`src/rtl/sccb_pkg.sv`:
```
// Shared types and constants for the SCCB responder: FSM states, read-only
// register locations and synchronizer depth.
package sccb_pkg;

  typedef enum logic [3:0] {
    IDLE,
    ADDR,
    ADDR_ACK,
    SUB,
    SUB_ACK,
    WDATA,
    WDATA_ACK,
    RDATA,
    RDATA_ACK,
    IGNORE
  } sccb_state_t;

  localparam logic [7:0] REG_PID_ADDR = 8'h0A;
  localparam logic [7:0] REG_VER_ADDR = 8'h0B;
  localparam int         SYNC_STAGES  = 2;

  function automatic logic is_read_only(input logic [7:0] addr);
    return (addr == REG_PID_ADDR) || (addr == REG_VER_ADDR);
  endfunction

endpackage

```
`src/rtl/sccb_bus_monitor.sv`:
```
// Synchronizes SCL/SDA to clk and emits registered one-cycle SCL edge and
// START/STOP pulses, plus the SDA level aligned with those pulses.
module sccb_bus_monitor
  import sccb_pkg::*;
(
  input  logic clk,
  input  logic reset_,
  input  logic scl_i,
  input  logic sda_i,
  output logic scl_rise_o,
  output logic scl_fall_o,
  output logic start_o,
  output logic stop_o,
  output logic sda_o
);

  logic [SYNC_STAGES-1:0] scl_sync_q, sda_sync_q;
  logic scl_dly_q, sda_dly_q;
  logic scl_s, sda_s;
  logic scl_rise_d, scl_fall_d, start_d, stop_d;
  logic scl_rise_q, scl_fall_q, start_q, stop_q, sda_q;

  assign scl_s = scl_sync_q[SYNC_STAGES-1];
  assign sda_s = sda_sync_q[SYNC_STAGES-1];

  assign scl_rise_d = scl_s & ~scl_dly_q;
  assign scl_fall_d = ~scl_s & scl_dly_q;
  // SCL must be high on both sides of the SDA transition to count as START/STOP.
  assign start_d    = scl_s & scl_dly_q & ~sda_s & sda_dly_q;
  assign stop_d     = scl_s & scl_dly_q & sda_s & ~sda_dly_q;

  // NOTE: sequential state uses non-blocking assignments so every flop samples pre-edge values.
  always_ff @(posedge clk or posedge reset_) begin
    if (reset_) begin
      scl_sync_q <= '1;
      sda_sync_q <= '1;
      scl_dly_q  <= 1'b1;
      sda_dly_q  <= 1'b1;
      scl_rise_q <= 1'b0;
      scl_fall_q <= 1'b0;
      start_q    <= 1'b0;
      stop_q     <= 1'b0;
      sda_q      <= 1'b1;
    end else begin
      scl_sync_q <= {scl_sync_q[SYNC_STAGES-2:0], scl_i};
      sda_sync_q <= {sda_sync_q[SYNC_STAGES-2:0], sda_i};
      scl_dly_q  <= scl_s;
      sda_dly_q  <= sda_s;
      scl_rise_q <= scl_rise_d;
      scl_fall_q <= scl_fall_d;
      start_q    <= start_d;
      stop_q     <= stop_d;
      sda_q      <= sda_s;
    end
  end

  assign scl_rise_o = scl_rise_q;
  assign scl_fall_o = scl_fall_q;
  assign start_o    = start_q;
  assign stop_o     = stop_q;
  assign sda_o      = sda_q;

endmodule

```
`src/rtl/sccb_responder.sv`:
```
// OV7670-style SCCB target: decodes device address, sub-address and data
// bytes, serves a 256 x 8 register file with read-only PID/VER locations.
module sccb_responder
  import sccb_pkg::*;
#(
  parameter logic [6:0] DEV_ADDR = 7'h21,
  parameter logic [7:0] PID_VAL  = 8'h76,
  parameter logic [7:0] VER_VAL  = 8'h73
) (
  input  logic       clk,
  input  logic       reset_,
  input  logic       scl_in,
  input  logic       sda_in,
  output logic       sda_oe,
  output logic       reg_wr_en,
  output logic [7:0] reg_wr_addr,
  output logic [7:0] reg_wr_data,
  output logic       busy,
  input  logic [7:0] dbg_addr,
  output logic [7:0] dbg_data
);

  sccb_state_t state_q;
  logic [2:0]  bit_cnt_q;
  logic [7:0]  shift_q, shift_d, ptr_q;
  logic        rw_q, ack_clk_q, mack_q;
  logic        sda_oe_q, busy_q, wr_en_q;
  logic [7:0]  wr_addr_q, wr_data_q;
  logic [7:0]  regs_q [256];

  logic scl_rise, scl_fall, start_det, stop_det, sda_smp;
  logic last_bit, wr_fire;

  sccb_bus_monitor u_mon (
    .clk        (clk),
    .reset_     (reset_),
    .scl_i      (scl_in),
    .sda_i      (sda_in),
    .scl_rise_o (scl_rise),
    .scl_fall_o (scl_fall),
    .start_o    (start_det),
    .stop_o     (stop_det),
    .sda_o      (sda_smp)
  );

  function automatic logic [7:0] reg_reset_val(input logic [7:0] a);
    if (a == REG_PID_ADDR) return PID_VAL;
    if (a == REG_VER_ADDR) return VER_VAL;
    return 8'h00;
  endfunction

  assign shift_d  = {shift_q[6:0], sda_smp};
  assign last_bit = (bit_cnt_q == 3'd7);
  // Commit on the rising edge of the ACK clock that follows a data byte.
  assign wr_fire  = (state_q == WDATA_ACK) && scl_rise && !ack_clk_q && !start_det && !stop_det;

  // ack_clk_q marks that the 9th (ACK) clock has risen: the first SCL fall in
  // an ACK state starts the ACK slot, the second one ends it.
  always_ff @(posedge clk or posedge reset_) begin
    if (reset_) begin
      state_q   <= IDLE;
      bit_cnt_q <= 3'd0;
      shift_q   <= 8'h00;
      ptr_q     <= 8'h00;
      rw_q      <= 1'b0;
      ack_clk_q <= 1'b0;
      mack_q    <= 1'b1;
      sda_oe_q  <= 1'b0;
      busy_q    <= 1'b0;
      wr_en_q   <= 1'b0;
      wr_addr_q <= 8'h00;
      wr_data_q <= 8'h00;
    end else begin
      wr_en_q <= 1'b0;
      if (start_det) begin
        state_q   <= ADDR;
        bit_cnt_q <= 3'd0;
        sda_oe_q  <= 1'b0;
      end else if (stop_det) begin
        state_q  <= IDLE;
        busy_q   <= 1'b0;
        sda_oe_q <= 1'b0;
      end else begin
        case (state_q)
          ADDR: if (scl_rise) begin
            shift_q   <= shift_d;
            bit_cnt_q <= bit_cnt_q + 3'd1;
            if (last_bit) begin
              ack_clk_q <= 1'b0;
              if (shift_d[7:1] == DEV_ADDR) begin
                busy_q  <= 1'b1;
                rw_q    <= shift_d[0];
                state_q <= ADDR_ACK;
              end else begin
                busy_q  <= 1'b0;
                state_q <= IGNORE;
              end
            end
          end
          SUB: if (scl_rise) begin
            shift_q   <= shift_d;
            bit_cnt_q <= bit_cnt_q + 3'd1;
            if (last_bit) begin
              ack_clk_q <= 1'b0;
              ptr_q     <= shift_d;
              state_q   <= SUB_ACK;
            end
          end
          WDATA: if (scl_rise) begin
            shift_q   <= shift_d;
            bit_cnt_q <= bit_cnt_q + 3'd1;
            if (last_bit) begin
              ack_clk_q <= 1'b0;
              state_q   <= WDATA_ACK;
            end
          end
          ADDR_ACK, SUB_ACK, WDATA_ACK: begin
            if (scl_rise) begin
              ack_clk_q <= 1'b1;
              if (wr_fire) begin
                wr_en_q   <= 1'b1;
                wr_addr_q <= ptr_q;
                wr_data_q <= shift_q;
                ptr_q     <= ptr_q + 8'd1;
              end
            end else if (scl_fall) begin
              if (!ack_clk_q) begin
                sda_oe_q <= 1'b1;
              end else begin
                bit_cnt_q <= 3'd0;
                if (state_q == ADDR_ACK && rw_q) begin
                  state_q  <= RDATA;
                  shift_q  <= regs_q[ptr_q];
                  sda_oe_q <= ~regs_q[ptr_q][7];
                end else begin
                  sda_oe_q <= 1'b0;
                  state_q  <= (state_q == ADDR_ACK) ? SUB : WDATA;
                end
              end
            end
          end
          RDATA: begin
            if (scl_rise) begin
              bit_cnt_q <= bit_cnt_q + 3'd1;
              if (last_bit) begin
                ack_clk_q <= 1'b0;
                state_q   <= RDATA_ACK;
              end
            end else if (scl_fall) begin
              // bit_cnt_q rises already seen, so the next bit is 7 - bit_cnt_q.
              sda_oe_q <= ~shift_q[~bit_cnt_q];
            end
          end
          RDATA_ACK: begin
            if (scl_rise) begin
              ack_clk_q <= 1'b1;
              mack_q    <= sda_smp;
              ptr_q     <= ptr_q + 8'd1;
            end else if (scl_fall) begin
              if (!ack_clk_q) begin
                sda_oe_q <= 1'b0;
              end else if (mack_q) begin
                state_q <= IGNORE;
              end else begin
                state_q   <= RDATA;
                bit_cnt_q <= 3'd0;
                shift_q   <= regs_q[ptr_q];
                sda_oe_q  <= ~regs_q[ptr_q][7];
              end
            end
          end
          default: sda_oe_q <= 1'b0;
        endcase
      end
    end
  end

  // NOTE: the register file is reset on purpose -- reset must restore PID/VER and clear the rest.
  always_ff @(posedge clk or posedge reset_) begin
    if (reset_) begin
      for (int i = 0; i < 256; i++) regs_q[8'(i)] <= reg_reset_val(8'(i));
    end else if (wr_fire && !is_read_only(ptr_q)) begin
      regs_q[ptr_q] <= shift_q;
    end
  end

  assign sda_oe      = sda_oe_q;
  assign busy        = busy_q;
  assign reg_wr_en   = wr_en_q;
  assign reg_wr_addr = wr_addr_q;
  assign reg_wr_data = wr_data_q;
  assign dbg_data    = regs_q[dbg_addr];

endmodule

```
`config.mk`:
```
export PLATFORM = sky130hd
export DESIGN_NAME = sccb_responder
export DESIGN_NICKNAME = d
export VERILOG_FILES = /design/src/rtl/sccb_pkg.sv /design/src/rtl/sccb_bus_monitor.sv /design/src/rtl/sccb_responder.sv
export SDC_FILE = /design/constraint.sdc
export NUM_CORES = 2
export LEC_CHECK = 0
export ABC_CLOCK_PERIOD_IN_PS = 36400
export BUFFER_PORTS_ARGS = -buffer_cell sky130_fd_sc_hd__buf_2
export CORE_UTILIZATION = 56
export CTS_CLUSTER_DIAMETER = 60
export DETAILED_ROUTE_END_ITERATION = 8
export PLACE_DENSITY = 0.74
export SYNTH_ARGS = -nofsm -noshare
export SYNTH_HDL_FRONTEND = slang
export SYNTH_SLANG_ARGS = --single-unit
```
`constraint.sdc`:
```
create_clock -name clk -period 36.4 [get_ports clk]
set_clock_uncertainty 0.05 [all_clocks]
set_input_delay 3.64 -clock clk [delete_from_list [all_inputs] [get_ports clk]]
set_output_delay 3.64 -clock clk [all_outputs]
set_load 0.01 [all_outputs]
```
Word-level counts from Yosys, hierarchy flattened. Cells that the tools add are included.

Add/subtract/negate cells: 2. Order comparisons: 4. Eq/ne operators: 56. Mux-type cells: 86. Bitwise operators: 19. Reductions and logical operators: 35.

Operators with widths (count): 2048-bit bitwise mux (1); 8-bit two-way mux (19); 8-bit binary-select mux with 8-bit select (2); 4-bit two-way mux (18); 8-bit demux with 8-bit select (1); 8-bit case mux with 3 select lines (2); 3-bit two-way mux (12); 4-bit by 1-bit != test with 1-bit output, second input constant (7); 1-bit two-way mux (26); 4-bit by 2-bit != test with 1-bit output, second input constant (6); 4-bit case mux with 6 select lines (1); 2-bit by 1-bit != test with 1-bit output, second input constant (10); 9-bit >= comparator, second input constant (2); 8-bit NOT with 9-bit output (2); 4-bit by 3-bit == test with 1-bit output, second input constant (4); 8-bit by 4-bit == test with 1-bit output, second input constant (2); 2-bit != test, second input constant (8); 8-bit AND reduction (2); 15-bit AND reduction (1); 3-bit by 1-bit != test with 1-bit output, second input constant (4); 4-bit != test, second input constant (3); 12-bit AND reduction (1); 6-bit AND reduction (2); 10-bit AND reduction (1); other kinds (31) (65).

Register bits after elaboration: 2103. Word-level logic and storage cells: 478.

Longest topological paths before layout.
Depth in word-level cells: 12. Gate-level depth with buffers: 14.

Cells and area by module. Synthesis repeated with hierarchy kept, for this count alone.

Cells, all modules: 5767. Area, all modules: 104642.9 µm².

By module, submodules not included: sccb_responder (instances 1, cells an instance 5752, area an instance 104348.8 µm²); sccb_bus_monitor (instances 1, cells an instance 15, area an instance 294.0 µm²).

Worst setup path after synthesis. No wires, ideal clock.

Kind: input port to output port. Start: input port dbg_addr[0]. End: output port dbg_data[0]. Arrival: 6.050 ns. Data required time: 32.710 ns. Path slack: 26.660 ns. Cell stages on the path: 7. Path buffers: 2. Cell sequence: buf_2 buf_1 mux4_2 mux4_2 mux4_2 a22oi_1 nand2_1.

Longest elaborated chain between the ends: 4.

RTL lines: from (decl) (RTL line sccb_responder.sv:19) `input logic [7:0] dbg_addr,`; 8-bit NOT with 9-bit output (implied by the code) (RTL line sccb_responder.sv:192) `assign dbg_data = regs_q[dbg_addr];`; 8-bit binary-select mux with 8-bit select (RTL line sccb_responder.sv:192); 8-bit two-way mux (implied by the code) (2 in series) (RTL line sccb_responder.sv:192); to (decl) (RTL line sccb_responder.sv:20) `output logic [7:0] dbg_data`.

No other way between the ends. The select of a mux whose other input is x is not followed.

Worst setup path after layout.
Start: input port dbg_addr[1]. End: output port dbg_data[0].

Same word-level chain as after synthesis.

==> results_dict.tcl <==
set metrics [dict create \
    ys_warn_count 0 \
    drive_above_1_share 0.492 \
    via_per_inst 7.42 \
    rrSetupSlack_ns 31.10 \
    die_x_um 435 \
    synthCells 5749 \
    dp_hpwl_mm 195 \
    synth-async-reset-ratio 0.513 \
    synth_nets 5767 \
    syn2layout_area_growth_pct 9.28 \
    clk_latency_ns 0.88 \
    ant_nets 0 \
    synth_cell_type_count 66 \
    pwr-share-comb 0.259 \
    min_path_type "flip-flop to flip-flop" \
    setup_tns_ns 0 \
    seqCellArea_um2 57800 \
    p_int_w 0.00456 \
    power.share.clock 0.325 \
    grt_pass1_vias 61922 \
    core_area_um2 186000 \
    power.switching_w 0.00226 \
    finalHoldViolCount 0 \
    syn_avg_cell_area_um2 18.2 \
    htreeDepth 4 \
    critPathRequiredTime_ns 32.71 \
    portBuffers 38 \
    irDropWorstVdd_mv 0.0698 \
    avgRoutedWirePerCell_um 37.1 \
    drtPass1Iterations 7 \
    netlist_area_um2 105000 \
    min_period_ns 13.05 \
    place.gp.congestion 0.899 \
    ys_ff_latch 2103 \
    grt_usage 0.331 \
    remaining_drc_errors 0 \
    max_cap_violations 0 \
    p_leak_nw 44.5 \
    finalPower_w 0.00683 \
    io-pin-count 39 \
    grt_max_degree 193 \
    cp_max_fo 92 \
    cts_max_path_buffers 3 \
    crit_type "input pin to output pin" \
    grt_pass1_wl_mm 450 \
    pwr-share-seq 0.416 \
    start_kind "input pin" \
    clkTransAtPathRegs_ns 0.06 \
    status "complete, no violations" \
    arrival_ns 9.36 \
    grt_setup_unrepaired "no" \
    maxSlewViolCount 0 \
    fillerInstances 13045 \
    setup_viol 0 \
    multi_input_area_um2 45000 \
    overflow 0 \
    die_h_um 435 \
    postCtsHoldBufs 0 \
    post_cts_buffers 0 \
    fmax_mhz 76.6 \
    switching_share 0.332 \
    slew_headroom 0.0516 \
    root_buffer "clkbuf_16" \
    num_vias 61721 \
    min_period_over_period 0.358 \
    initial_core_util 0.564 \
    postCtsResizedCells 0 \
    synth.yosys.seq_area_share 0.551 \
    drt_iter0_drc 9151 \
    p_per_area_nw_per_um2 59.6 \
    rows 158 \
    drt-total-wl_mm 309 \
    end_kind "output pin" \
    tritoncts "done" \
    antenna_found_initial 13 \
    synth_edf_count 1024 \
    numCtsBuffers 214 \
    tightest_slew_ns 1.42 \
    numClockSinks 2103 \
    final_nets 5679 \
    ys.flop_type "dfrtp_1" \
    die_area_um2 189000 \
]
[metrics by stage]
stage          hold slack (ns)  setup slack [ns]  cell area (um2)   util  instances
2_1_floorplan            0.295              2.36           105000      -       5749
3_3_place_gp             0.299             23.52           108000  0.579       7924
3_5_place_dp             0.300             23.47           108000  0.579       7924
4_1_cts                  0.310             23.47           115000  0.617       8318
5_1_grt                  0.310             23.31           115000  0.617       8319
6_report                 0.299             23.35           115000  0.617       8323
[state kept, by name, summed over array words and instances (netlist names)]
| signal | count |
|---|---|
| regs_q | 2048 |
| u_mon.stop_o | 1 |
| bit_cnt_q | 3 |
| ack_clk_q | 1 |
| u_mon.scl_dly_q | 1 |
| ptr_q | 8 |
| reg_wr_en | 1 |
| rw_q | 1 |
| u_mon.sda_sync_q | 2 |
| busy | 1 |
| sda_oe | 1 |
| shift_q | 8 |
| reg_wr_data | 8 |
| mack_q | 1 |
| u_mon.scl_rise_o | 1 |
| reg_wr_addr | 8 |
| u_mon.start_o | 1 |
| u_mon.scl_sync_q | 2 |
| u_mon.scl_fall_o | 1 |
| state_q | 4 |
| u_mon.sda_o | 1 |
[per-layer routing]
metal | vias to the layer above | track usage | wire (um)
li1 | 23508 | - | -
met1 | 33246 | 0.469 | 115000
met2 | 4163 | 0.481 | 140000
met3 | 792 | 0.0889 | 36400
met4 | 12 | 0.158 | 17600
met5 | - | 0 | 86
[power groups by stage]
stage	Combinational [W]	Clock, W	Sequential [W]
after global routing	0.00184	0.00233	0.00284
after floorplan	0.00117	0	0.00283
final	0.00177	0.00222	0.00284
after global placement	0.00173	0	0.00288
after CTS	0.00175	0.00223	0.00283
after detailed placement	0.00174	0	0.00288
[synth_stat cells (all sizes together) (8+ instances only)]
cell | count | area, um2
o21ai | 41 | 205
mux4 | 1269 | 28600
nand2b | 13 | 81.3
nor2b | 18 | 113
nand2 | 203 | 795
dfrtp | 1062 | 26600
clkbuf | 324 | 1220
a21oi | 47 | 235
o22ai | 9 | 56.3
inv | 9 | 33.8
mux2i | 44 | 440
and3 | 16 | 100
nor4 | 8 | 65.1
a22oi | 78 | 586
buf | 183 | 926
nor2 | 204 | 1030
o22a | 9 | 78.8
nor3 | 23 | 115
dfstp | 17 | 447
nand3 | 26 | 140
edfxtp | 1024 | 30700
mux2 | 1023 | 11500
a31oi | 12 | 75.1
[cell usage in the layout, fill, tap and decap left out, types with 78 or more instances in the layout]
cell type	synthesis	layout
mux2_2	988	988
nor2_1	175	168
mux4_2	1269	1269
nand2_1	201	201
clkbuf_16	0	219
dfrtp_1	1062	1049
a22oi_1	78	78
edfxtp_1	1024	1024
buf_4	11	156
[logic make-up (layout without fill, tap and decap cells)]
family / count (synthesis) / after routing / synth area share
muxes: 2336 / 2336 / 0.386
DFF: 2103 / 2103 / 0.551
and+or+nand+nor: 540 / 540 / 0.0253
buffers and inverters: 516 / 606 / 0.0207
AOI/OAI and AO/OA: 248 / 248 / 0.0160
adders and majority gates: 6 / 6 / 0.000716
other: 0 / 4 / 0
[cell type report]
class	count	area share
repair buffers	203	0.0139
flip-flops and latches	2103	0.504
clock buffers	293	0.0526
well taps	2480	0.0271
clock inverters	101	0.00892
multi-input cells	3130	0.393
inverters	9	0.000426
diodes	4	0.0000873
[critical path, cell delays in order]
cell     delay [ns]
buf_8          0.55
buf_4          0.83
buf_4          0.77
buf_4          0.84
mux4_2         0.43
mux4_2         0.55
mux4_2         0.51
a22oi_1        0.55
nand2_1        0.25
buf_2          0.23
[final timing paths]
check,start,to,cells past startpoint
max,dbg_addr[1],dbg_data[0],10
min,u_mon.scl_sync_q[0],u_mon.scl_sync_q[1],0
max reg2reg,ptr_q[2],shift_q[0],8
min reg2reg,u_mon.scl_sync_q[0],u_mon.scl_sync_q[1],0
max in group asynchronous,reset_,regs_q[1669],4
min in group asynchronous,reset_,reg_wr_addr[5],2
No activity file was read; power rests on OpenSTA's default activity.
